==> config.mk <==
export PLATFORM = sky130hd
export DESIGN_NAME = exc_arbiter
export DESIGN_NICKNAME = d
export VERILOG_FILES = /design/src/rtl/exc_arbiter_pkg.sv /design/src/rtl/exc_arbiter_prio_enc.sv /design/src/rtl/exc_arbiter.sv
export SDC_FILE = /design/constraint.sdc
export NUM_CORES = 1
export LEC_CHECK = 0
export ABC_AREA = 1
export CAP_MARGIN = 10
export CORE_UTILIZATION = 45
export CTS_CLUSTER_DIAMETER = 60
export DETAILED_ROUTE_END_ITERATION = 12
export HOLD_SLACK_MARGIN = 0.05
export PLACE_DENSITY = 0.77
export SLEW_MARGIN = 5
export SYNTH_ARGS = -nofsm -noshare
export SYNTH_HDL_FRONTEND = slang
export SYNTH_SLANG_ARGS = --single-unit
==> constraint.sdc <==
create_clock -name clk -period 2.9 [get_ports clk]
set_clock_uncertainty 0.2 [all_clocks]
set_input_delay 0.58 -clock clk [delete_from_list [all_inputs] [get_ports clk]]
set_output_delay 0.58 -clock clk [all_outputs]
set_load 0.01 [all_outputs]
==> src/rtl/exc_arbiter_pkg.sv <==
// rtl/exc_arbiter_pkg.sv - cause codes, exc-flag bit indices and FSM encodings for exc_arbiter
package exc_arbiter_pkg;

   localparam logic [4:0] EC_INT     = 5'd0;
   localparam logic [4:0] EC_TLB_MOD = 5'd1;
   localparam logic [4:0] EC_TLBL    = 5'd2;
   localparam logic [4:0] EC_TLBS    = 5'd3;
   localparam logic [4:0] EC_ADEL    = 5'd4;
   localparam logic [4:0] EC_ADES    = 5'd5;
   localparam logic [4:0] EC_SYS     = 5'd8;
   localparam logic [4:0] EC_BP      = 5'd9;
   localparam logic [4:0] EC_RI      = 5'd10;
   localparam logic [4:0] EC_OV      = 5'd12;
   // Pseudo-codes outside the architected set; CP0 decodes them specially.
   localparam logic [4:0] EC_ERET    = 5'd30;
   localparam logic [4:0] EC_NONE    = 5'd31;

   localparam int EXC_W       = 11;
   localparam int FL_IF_ADEL  = 10;
   localparam int FL_IF_TLBL  = 9;
   localparam int FL_ID_RI    = 8;
   localparam int FL_ID_SYS   = 7;
   localparam int FL_ID_BP    = 6;
   localparam int FL_ID_ERET  = 5;
   localparam int FL_EX_OV    = 4;
   localparam int FL_MEM_ADEL = 3;
   localparam int FL_MEM_ADES = 2;
   localparam int FL_MEM_TLBL = 1;
   localparam int FL_MEM_TLBS = 0;

   localparam logic [1:0] S_IDLE       = 2'd0;
   localparam logic [1:0] S_RAISE      = 2'd1;
   localparam logic [1:0] S_WAIT_REDIR = 2'd2;

   typedef enum logic [1:0] {
      BV_ZERO = 2'd0,
      BV_PC   = 2'd1,
      BV_ADDR = 2'd2
   } bv_sel_e;

   typedef struct packed {
      logic [4:0] code;
      bv_sel_e    bv_sel;
   } prio_t;

endpackage

==> src/rtl/exc_arbiter_prio_enc.sv <==
// rtl/exc_arbiter_prio_enc.sv - combinational MIPS exception priority encoder
module exc_prio_enc
   import exc_arbiter_pkg::*;
(
   input  logic             has_int_i,
   input  logic [EXC_W-1:0] flags_i,
   input  logic             tlb_mod_i,
   output logic             hit_o,
   output prio_t            sel_o
);

   always_comb begin
      hit_o        = 1'b1;
      sel_o.code   = EC_NONE;
      sel_o.bv_sel = BV_ZERO;
      if (has_int_i) begin
         sel_o.code = EC_INT;
      end else if (flags_i[FL_IF_ADEL]) begin
         sel_o.code   = EC_ADEL;
         sel_o.bv_sel = BV_PC;
      end else if (flags_i[FL_IF_TLBL]) begin
         sel_o.code   = EC_TLBL;
         sel_o.bv_sel = BV_PC;
      end else if (flags_i[FL_ID_RI]) begin
         sel_o.code = EC_RI;
      end else if (flags_i[FL_ID_SYS]) begin
         sel_o.code = EC_SYS;
      end else if (flags_i[FL_ID_BP]) begin
         sel_o.code = EC_BP;
      end else if (flags_i[FL_EX_OV]) begin
         sel_o.code = EC_OV;
      end else if (flags_i[FL_MEM_ADEL]) begin
         sel_o.code   = EC_ADEL;
         sel_o.bv_sel = BV_ADDR;
      end else if (flags_i[FL_MEM_ADES]) begin
         sel_o.code   = EC_ADES;
         sel_o.bv_sel = BV_ADDR;
      end else if (flags_i[FL_MEM_TLBL]) begin
         sel_o.code   = EC_TLBL;
         sel_o.bv_sel = BV_ADDR;
      end else if (flags_i[FL_MEM_TLBS]) begin
         sel_o.code   = EC_TLBS;
         sel_o.bv_sel = BV_ADDR;
      end else if (tlb_mod_i) begin
         sel_o.code   = EC_TLB_MOD;
         sel_o.bv_sel = BV_ADDR;
      end else if (flags_i[FL_ID_ERET]) begin
         // ERET ranks last: any real fault on the same instruction must win.
         sel_o.code = EC_ERET;
      end else begin
         hit_o = 1'b0;
      end
   end

endmodule

==> src/rtl/exc_arbiter.sv <==
// rtl/exc_arbiter.sv - MEM/WB exception arbiter presenting one request per fault to CP0
module exc_arbiter
   import exc_arbiter_pkg::*;
#(
   parameter int REDIRECT_TIMEOUT = 4,
   parameter int PC_W             = 32
) (
   input  logic             clk,
   input  logic             rst,
   input  logic             mem_valid_i,
   input  logic [PC_W-1:0]  mem_pc_i,
   input  logic             mem_in_delay_slot_i,
   input  logic [EXC_W-1:0] mem_exc_flags_i,
   input  logic             mem_tlb_mod_i,
   input  logic [PC_W-1:0]  mem_addr_i,
   input  logic             has_int_i,
   input  logic             exc_jump_flag_i,
   output logic [4:0]       exc_code_o,
   output logic [PC_W-1:0]  exc_epc_o,
   output logic [PC_W-1:0]  exc_badvaddr_o,
   output logic             commit_kill_o,
   output logic             busy_o,
   output logic             redirect_err_o
);

   localparam int CNT_W = $clog2(REDIRECT_TIMEOUT + 1);

   logic [1:0]      state_q, state_d;
   logic [4:0]      code_q, code_d;
   logic [PC_W-1:0] epc_q, epc_d;
   logic [PC_W-1:0] bva_q, bva_d;
   logic            err_q, err_d;
   logic [CNT_W-1:0] cnt_q, cnt_d;

   logic  hit;
   prio_t sel;
   logic  req;

   exc_prio_enc u_prio (
      .has_int_i (has_int_i),
      .flags_i   (mem_exc_flags_i),
      .tlb_mod_i (mem_tlb_mod_i),
      .hit_o     (hit),
      .sel_o     (sel)
   );

   assign req = mem_valid_i && (state_q == S_IDLE) && hit;

   always_comb begin
      state_d = state_q;
      code_d  = code_q;
      epc_d   = epc_q;
      bva_d   = bva_q;
      err_d   = err_q;
      cnt_d   = cnt_q;
      case (state_q)
         S_IDLE: begin
            if (req) begin
               code_d  = sel.code;
               epc_d   = mem_in_delay_slot_i ? (mem_pc_i - PC_W'(4)) : mem_pc_i;
               case (sel.bv_sel)
                  BV_PC:   bva_d = mem_pc_i;
                  BV_ADDR: bva_d = mem_addr_i;
                  default: bva_d = '0;
               endcase
               state_d = S_RAISE;
            end
         end
         S_RAISE: begin
            code_d  = EC_NONE;
            cnt_d   = '0;
            state_d = S_WAIT_REDIR;
         end
         S_WAIT_REDIR: begin
            if (exc_jump_flag_i) begin
               cnt_d   = '0;
               state_d = S_IDLE;
            end else if (cnt_q == CNT_W'(REDIRECT_TIMEOUT - 1)) begin
               // Give up so the pipeline is not wedged; the sticky flag records it.
               err_d   = 1'b1;
               cnt_d   = '0;
               state_d = S_IDLE;
            end else begin
               cnt_d = cnt_q + CNT_W'(1);
            end
         end
         default: begin
            code_d  = EC_NONE;
            cnt_d   = '0;
            state_d = S_IDLE;
         end
      endcase
   end

   always_ff @(posedge clk or negedge rst) begin
      if (!rst) begin
         state_q <= S_IDLE;
         code_q  <= EC_NONE;
         epc_q   <= '0;
         bva_q   <= '0;
         err_q   <= 1'b0;
         cnt_q   <= '0;
      end else begin
         state_q <= state_d;
         code_q  <= code_d;
         epc_q   <= epc_d;
         bva_q   <= bva_d;
         err_q   <= err_d;
         cnt_q   <= cnt_d;
      end
   end

   assign exc_code_o     = code_q;
   assign exc_epc_o      = epc_q;
   assign exc_badvaddr_o = bva_q;
   assign commit_kill_o  = req;
   assign busy_o         = (state_q != S_IDLE);
   assign redirect_err_o = err_q;

endmodule

=== Word-level counts from Yosys, hierarchy flattened ===
Index checks and enable logic that the tools add are counted.

* Register bits after elaboration: 75
* Input bits: 82
* Output and inout port bits: 72
* Word-level logic and storage cells: 68

* Bitwise logic cells: 2
* Equal/unequal tests: 7
* Muxes and demuxes: 43
* Add/sub/neg operators: 2
* Reduce and logical (&&, ||, !) cells: 8

{| class="wikitable"
|+ Operators with widths
! operator !! number
|-
| $pmux W32 S2 || 1
|-
| $mux W7 || 6
|-
| $mux W5 || 7
|-
| $mux W32 || 1
|-
| $sub A32 B3 Y32 const B || 1
|-
| $mux W2 || 9
|-
| $mux W1 || 14
|-
| $pmux W5 S2 || 1
|-
| $mux W3 || 2
|-
| $pmux W2 S3 || 1
|-
| $pmux W3 S2 || 1
|-
| $reduce_and A2 Y1 || 3
|-
| $eq A2 B1 Y1 const B || 2
|-
| $eq A2 B2 Y1 const B || 2
|-
| $add A3 B1 Y3 const B || 1
|-
| $eq A3 B2 Y1 const B || 1
|-
| $ne A3 B3 Y1 const B || 1
|-
| $reduce_and A3 Y1 || 1
|-
| $logic_and A1 B1 Y1 || 2
|-
| $logic_not A2 Y1 || 1
|-
| $ne A2 B2 Y1 const B || 1
|-
| $not A1 Y1 || 2
|-
| $reduce_bool A2 Y1 || 1
|}

=== Longest topological paths before layout ===
Gate-level depths: netlist of run 1.

* Depth after elaboration: 16
* Mapped depth: 13
* Gate-level depth less buffers: 11

=== Hierarchy ===
A second synthesis of run 1 with hierarchy kept.

* Cell total of the unflattened synthesis: 607
* Area, all modules: 4469.3 µm²

{| class="wikitable"
|+ Modules (own cells, without submodules)
! module !! area an instance (µm²) !! seq. area each (µm²) !! cells each !! times used
|-
| exc_arbiter || 4262.8 || 1883.1 || 566 || 1
|-
| exc_prio_enc || 206.4 || 0.0 || 41 || 1
|}

=== Worst setup path after synthesis of run 1 ===
Ideal clock, no wire load.

* Path kind: input to register
* Start point: input port mem_exc_flags_i[7]
* End point: register bva_q[10], in the netlist exc_badvaddr_o[10]
* Required time: 2.574 ns
* Path slack: 0.559 ns
* Arrival: 2.015 ns
* Buffers on the path: 2
* Setup time: 0.126 ns
* Cell stages on the path: 13
* Path through: nor2_1 nand2_1 nor2_1 o21ai_0 nor3_1 inv_1 ha_1 buf_2 inv_1 clkbuf_1 o21ai_0 nand2_1 o21ai_0

* Longest elaborated chain between the ends: 7
* Elaborated cells on any way between the ends: 15
* Classes of those cells: eq/ne (2); mux (11); reduce/logical (2)

{| class="wikitable"
|+ Ends and longest elaborated chain
! what !! line !! source
|-
| start: declaration || exc_arbiter.sv:13 || <nowiki>input logic [EXC_W-1:0] mem_exc_flags_i,</nowiki>
|-
| $mux W2 or $mux W1 (tied branches) || exc_arbiter_prio_enc.sv:26 || <nowiki>end else if (flags_i[FL_ID_SYS]) begin</nowiki>
|-
| $mux W2 or $mux W1 (tied branches) || exc_arbiter_prio_enc.sv:24 || <nowiki>end else if (flags_i[FL_ID_RI]) begin</nowiki>
|-
| $mux W7 or $mux W1 (tied branches) || exc_arbiter_prio_enc.sv:21 || <nowiki>end else if (flags_i[FL_IF_TLBL]) begin</nowiki>
|-
| $mux W7 or $mux W1 (tied branches) || exc_arbiter_prio_enc.sv:18 || <nowiki>end else if (flags_i[FL_IF_ADEL]) begin</nowiki>
|-
| $mux W2 or $mux W1 (tied branches) || exc_arbiter_prio_enc.sv:16 || <nowiki>if (has_int_i) begin</nowiki>
|-
| $eq A2 B2 Y1 (tied with other cells) || exc_arbiter.sv:61 || <nowiki>case (sel.bv_sel)</nowiki>
|-
| $pmux W32 S2 or $reduce_and A2 Y1 (tied branches) || -- ||
|-
| end signal: assignment || exc_arbiter.sv:107 || <nowiki>bva_q <= bva_d;</nowiki>
|-
| end: declaration || exc_arbiter.sv:31 || <nowiki>logic [PC_W-1:0] bva_q, bva_d;</nowiki>
|}

Several ways; a longest one is shown, not always the timed one.
A chain may end at the register's enable or synchronous reset.

=== Worst setup path in the final report of run 1 ===
* Start point: input port has_int_i
* End point: output port commit_kill_o

* Longest elaborated chain between the ends: 2

{| class="wikitable"
|+ Ends and longest elaborated chain
! what !! line !! source
|-
| start: declaration || exc_arbiter.sv:16 || <nowiki>input logic has_int_i,</nowiki>
|-
| $mux W1 || exc_arbiter_prio_enc.sv:16 ||
|-
| $logic_and A1 B1 Y1 || exc_arbiter.sv:47 || <nowiki>assign req = mem_valid_i && (state_q == S_IDLE) && hit;</nowiki>
|-
| end: declaration || exc_arbiter.sv:21 || <nowiki>output logic commit_kill_o,</nowiki>
|}

Every way passes these cells.

==> run metrics, run 1 <==
status=completed; CTS H-Tree Depth=3; Synth Instances=612; Primary FF master, synth=dfrtp_1; CTS clk-pin slew, worst paths=80 ps; setup tns final=0 ps; largest net degree at the start of global routing=97; Worst Path Required=2120 ps; die span in x=99.7 µm; CP arrival=1940 ps; Die Y=99.7 µm; Syn Area/Cell=7.02 µm²; DP Area=6040 µm²; leakage power=2.83 nW; final core utilization=67.5%; fillcell total=798; Wirelength per Cell=14.6 µm; clk buf depth=2; 1st-iter DRT viols=309; Post-DRT Antenna Nets=0; # Post-CTS Setup Buffers=0; root buf cell=clkbuf_8; #FFs+latches synth=75; Final Cycle Share=93.8%; ANT cells=0; drt drc=0; DP Worst Slack=-124 ps; Post-CTS Hold Buffers=0; most frequent cells in the layout=nand2_1, clkdlybuf4s50_1, o21ai_0; Netlist cell types=27; Post-synth EDFFs=0; Cell Chain, Critical Path=clkdlybuf4s50_1 -> inv_1 -> nand2_2 -> nor3_2 -> nand3_1 -> nand2_4 -> inv_2 -> dlygate4sd2_1; GRT overflow=0; CTS tree=done; commonest non-fill, non-tap cell in the layout=nand2_1; Die Area=9940 µm²; CTS Buf Count=9; Slew Limit Fails=0; global-route usage over all layers=28.1%; critical path class=input pin to primary output; critical path peak fanout=2; Synth warnings=0; startpoint types=input pin; Clock Latency Late Sink=350 ps; first-pass GRT wire length=21,800 µm; Worst Hold Class=input pin to asynchronous set/reset pin; FP Rows=35; pin slew with the least headroom to its limit=964 ps; PortBufs=153; GP Congestion=0.937; Vias=4,591; Routed WL=13,200 µm; relative slew slack=35.8%; synthesized area=4300 µm²; Final Hold Violating Endpoints=0; IO Count=154; Tmin final=2720 ps; antenna violations before repair=0; setup violation total in the final timing report=0; share of layout cells above drive strength 1=6.19%; Initial Util=46.5%; Worst path slowest cell=clkdlybuf4s50_1; fmax=0.367 GHz; CORE AREA=9240 µm²; CTS Sinks=75; Layout Area Growth over Synthesis=45.1%; pwr dens=675 nW/µm²; Final Cell Area=6230 µm²; VDD IR-drop max=0.690 mV; nets=856; Synth Net Count=698; element type at the critical path end=primary output; detailed placement HPWL=10,100 µm; total of max-cap violations=0; Tot Pwr=4.21 mW; drt first pass iters=4; vias in the first global route=4,483; worst setup margin=179 ps; Async SR Flop Fraction=100%; RSZ-0062 raised after global routing=false; register area share after synthesis=43.8%; Crit path largest cell delay=430 ps; DR vias/cell=5.08
metal layers:
layer | global-route usage [%] | vias up | part of all wire [%]
met5 | 0 | - | 0
met4 | 10.2 | 0 | 2.9
met3 | 5.62 | 27 | 6.1
met2 | 45.5 | 181 | 48
met1 | 37.4 | 2120 | 43
li1 | - | 2263 | -
critical path, delay by kind of cell:
kind | cells | cell delay (ps)
buffers and inverters | 4 | 850
AND/OR/NAND/NOR | 4 | 510
registers in the layout, indices dropped and copies added, names as in the netlist:
| signal | count |
|---|---|
| exc_code_o | 5 |
| exc_epc_o | 32 |
| cnt_q | 3 |
| exc_badvaddr_o | 32 |
| state_q | 2 |
| redirect_err_o | 1 |
cells in the mapped netlist, drive strengths merged (2+ instances only):
cell    instances  area, µm²
a22o            2       17.5
o21ai          78        390
nand2         222        836
buf            15        100
dfstp           5        131
inv            64        240
nor3            7       40.0
clkbuf          8       30.0
nand3          34        180
a21oi           5       25.0
ha              4       50.1
dfrtp          70       1750
xor2           12        105
nor2           62        240
nand4          19        119
path summary, 6_finish.rpt:
path                         startpoint                 end  slack [ps]  cells past startpoint
setup / recovery              has_int_i       commit_kill_o         180                      8
max in group asynchronous           rst       exc_epc_o[19]        1690                      1
setup reg to reg             state_q[1]       exc_code_o[2]         820                      9
min in group clk           exc_epc_o[2]        exc_epc_o[2]         280                      2
hold / removal                      rst  exc_badvaddr_o[26]         160                      1
hold reg to reg            exc_epc_o[2]        exc_epc_o[2]         280                      2
stage by stage:
| stage | cells | hold slack, ps |
|---|---|---|
| 6_report | 904 | 158 |
| 5_1_grt | 904 | 242 |
| 4_1_cts | 904 | 206 |
| 3_5_place_dp | 888 | 265 |
| 3_3_place_gp | 888 | 254 |
| 2_1_floorplan | 612 | 84.4 |
power by group:
group	internal (mW)	switching, mW	leakage, nW
logic	0.913	0.860	1.77
clock network	0.403	0.413	0.0901
registers	1.42	0.201	0.967
cell families after synthesis:
group           count (synthesis)  share of synthesized area (%)
compound gates                 89                           10.9
xor+xnor                       12                           2.45
fa+ha+maj                       4                           1.16
buf+inv                        87                           8.62
flops                          75                           43.8
simple gates                  345                           33.1
final cells by class:
| type | count | area [µm²] | area share (%) |
|---|---|---|---|
| multi-input combinational | 450 | 2050 | 32.9 |
| clock buffer | 11 | 131 | 2.11 |
| tap | 129 | 161 | 2.59 |
| timing repair buffer | 170 | 1710 | 27.4 |
| inverter | 64 | 240 | 3.85 |
| clock inverter | 5 | 62.6 | 1.00 |
| sequential | 75 | 1880 | 30.2 |
timing repair:
action / 4_1_cts / 5_1_grt
endpoints found under the setup margin: 1 / 1
pin swaps: 1 / 0
resized for setup: 1 / 1
(Power assumes the default switching activity.)
==> inputs of run 2 (changes only) <==
--- a/config.mk
+++ b/config.mk
@@ -12,6 +12,7 @@
 export DETAILED_ROUTE_END_ITERATION = 12
 export HOLD_SLACK_MARGIN = 0.05
 export PLACE_DENSITY = 0.77
+export SKIP_LAST_GASP = 1
 export SLEW_MARGIN = 5
 export SYNTH_ARGS = -nofsm -noshare
 export SYNTH_HDL_FRONTEND = slang
==> results of run 2 <==
Same layout as run 1: the final DEF is identical, and so are final timing and power.
==> inputs of run 3 (changes only) <==
==> constraint.sdc (replaced) <==
create_clock -name clk -period 3.32 [get_ports clk]
set_clock_uncertainty 0.2 [all_clocks]
set_input_delay 0.664 -clock clk [delete_from_list [all_inputs] [get_ports clk]]
set_output_delay 0.664 -clock clk [all_outputs]
set_load 0.01 [all_outputs]
==> run 3 against run 2 <==
Sequential share of layout area up 0.46 points. Clock power is 13% lower. Non-clock buffer count is 11 lower. Cell count down 1.2%. Largest power group unchanged. Highest routed layer unchanged.
==> run metrics, run 3 (synthesis results as in run 1) <==
status=completed (unchanged); Die Y=99.7 µm (unchanged); largest net degree at the start of global routing=119 (was 97); Post-DRT Antenna Nets=0 (unchanged); Layout Area Growth over Synthesis=42.9% (was 45.1%); Post-CTS Hold Buffers=0 (unchanged); element type at the critical path end=primary output (unchanged); Wirelength per Cell=14.5 µm (was 14.6 µm); pin slew with the least headroom to its limit=961 ps (was 964 ps); CTS H-Tree Depth=3 (unchanged); GR Util met2=45.3% (was 45.5%); Initial Util=46.5% (unchanged); Worst Path Required=2460 ps (was 2120 ps); detailed placement HPWL=9680 µm (was 10,100 µm); leakage power=2.77 nW (was 2.83 nW); 1st-iter DRT viols=283 (was 309); met1 GRT Util=35.2% (was 37.4%); CP arrival=2330 ps (was 1940 ps); GP Congestion=0.944 (was 0.937); nets=845 (was 856); Final Cycle Share=96.1%; critical path class=input pin to primary output (unchanged); antenna violations before repair=0 (unchanged); met3 GRT Util=5.69% (was 5.62%); PortBufs=153 (unchanged); drt drc=0 (unchanged); most frequent cells in the layout=nand2_1, clkdlybuf4s50_1, o21ai_0 (unchanged); critical path peak fanout=3 (was 2); Routed WL=12,900 µm (was 13,200 µm); relative slew slack=35.9% (was 35.8%); grt peak-use layer=met2 (unchanged); root buf cell=clkbuf_8 (unchanged); fmax=0.314 GHz; # Post-CTS Setup Buffers=0 (unchanged); total of max-cap violations=0 (unchanged); Vias=4,599 (was 4,591); setup tns final=0 ps (unchanged); drt first pass iters=5 (was 4); Clock Latency Late Sink=350 ps (about the same); CTS tree=done (unchanged); area of the multi-input gates=2050 µm² (unchanged); commonest non-fill, non-tap cell in the layout=nand2_1 (unchanged); startpoint types=input pin (unchanged); CTS Buf Count=9 (unchanged); CTS Sinks=75 (unchanged); pwr dens=596 nW/µm² (was 675 nW/µm²); vias in the first global route=4,451 (was 4,483); final core utilization=66.5% (was 67.5%); fillcell total=824 (was 798); setup violation total in the final timing report=0 (unchanged); Tmin final=3190 ps; post-CTS sizing=0 (was 1); clk buf depth=2 (unchanged); DR vias/cell=5.15 (was 5.08); RSZ-0062 raised after global routing=false (unchanged); global-route usage over all layers=27.2% (was 28.1%); Slew Limit Fails=0 (unchanged); IO Count=154 (unchanged); Die Area=9940 µm² (unchanged); die span in x=99.7 µm (unchanged); ANT cells=0 (unchanged); first-pass GRT wire length=21,200 µm (was 21,800 µm); FP Rows=35 (unchanged); CORE AREA=9240 µm² (unchanged); Reg area=1880 µm² (unchanged); GRT overflow=0 (unchanged); VDD IR-drop max=0.550 mV (was 0.690 mV); CTS clk-pin slew, worst paths=80 ps (about the same); share of layout cells above drive strength 1=4.84% (was 6.19%); Final Hold Violating Endpoints=0 (unchanged); Worst Hold Class=input pin to asynchronous set/reset pin (unchanged)
-- run 3: changes by cell type in the layout (fill, tap and decap cells not counted), sizes merged --
cell,previous run,this run
buf,18,7
clkdlybuf4s50,151,152
dlygate4sd2,1,0
-- run 3: final timing paths --
path,startpoint,to,slack (ps),depth (start not counted)
setup / recovery,mem_exc_flags_i[7],commit_kill_o,130,8
hold / removal,rst,exc_badvaddr_o[26],240,1
setup reg to reg,state_q[1],exc_badvaddr_o[18],1420,7
hold reg to reg,exc_epc_o[10],exc_epc_o[10],280,2
max in group asynchronous,rst,exc_epc_o[11],2030,1
min in group clk,exc_epc_o[10],exc_epc_o[10],280,2
-- run 3: routing by layer --
metal / vias up / wire [µm]
li1: 2239 / -
met1: 2132 / 5530
met2: 200 / 6230
met3: 28 / 872
met4: 0 / 316
met5: - / 0
-- run 3: through the flow --
step | worst slack (ps) | cells | hold WS, ps | total power [mW] | area [µm²]
after CTS | 160 | 893 | 289 | 3.69 | 6140
after detailed placement | 121 | 877 | 267 | 2.97 | 5950
after floorplan | 895 | 612 | 168 | 2.09 | 4300
after global routing | 36.8 | 893 | 301 | 3.90 | 6140
after global placement | 242 | 877 | 252 | 2.93 | 5950
final | 130 | 893 | 238 | 3.66 | 6140
-- run 3: layout make-up --
type	instances	area share [%]
repair buffers	159	26.2
flip-flops and latches	75	30.7
clock buffers	11	2.14
clock inverters	5	1.02
multi-input cells	450	33.4
inverters	64	3.91
well taps	129	2.63
-- run 3: report_power, final --
part           internal (mW)  switching (mW)
Clock                  0.352           0.361
Sequential              1.24           0.181
Combinational          0.788           0.738
Total                   2.38            1.28
-- run 3: worst max-delay path, stage by stage --
cell	delay, ps
clkdlybuf4s50_1	460
nor2_1	170
nand2_1	130
nor3_2	160
nand3_1	140
nand2_4	110
inv_2	40
clkdlybuf4s50_1	470
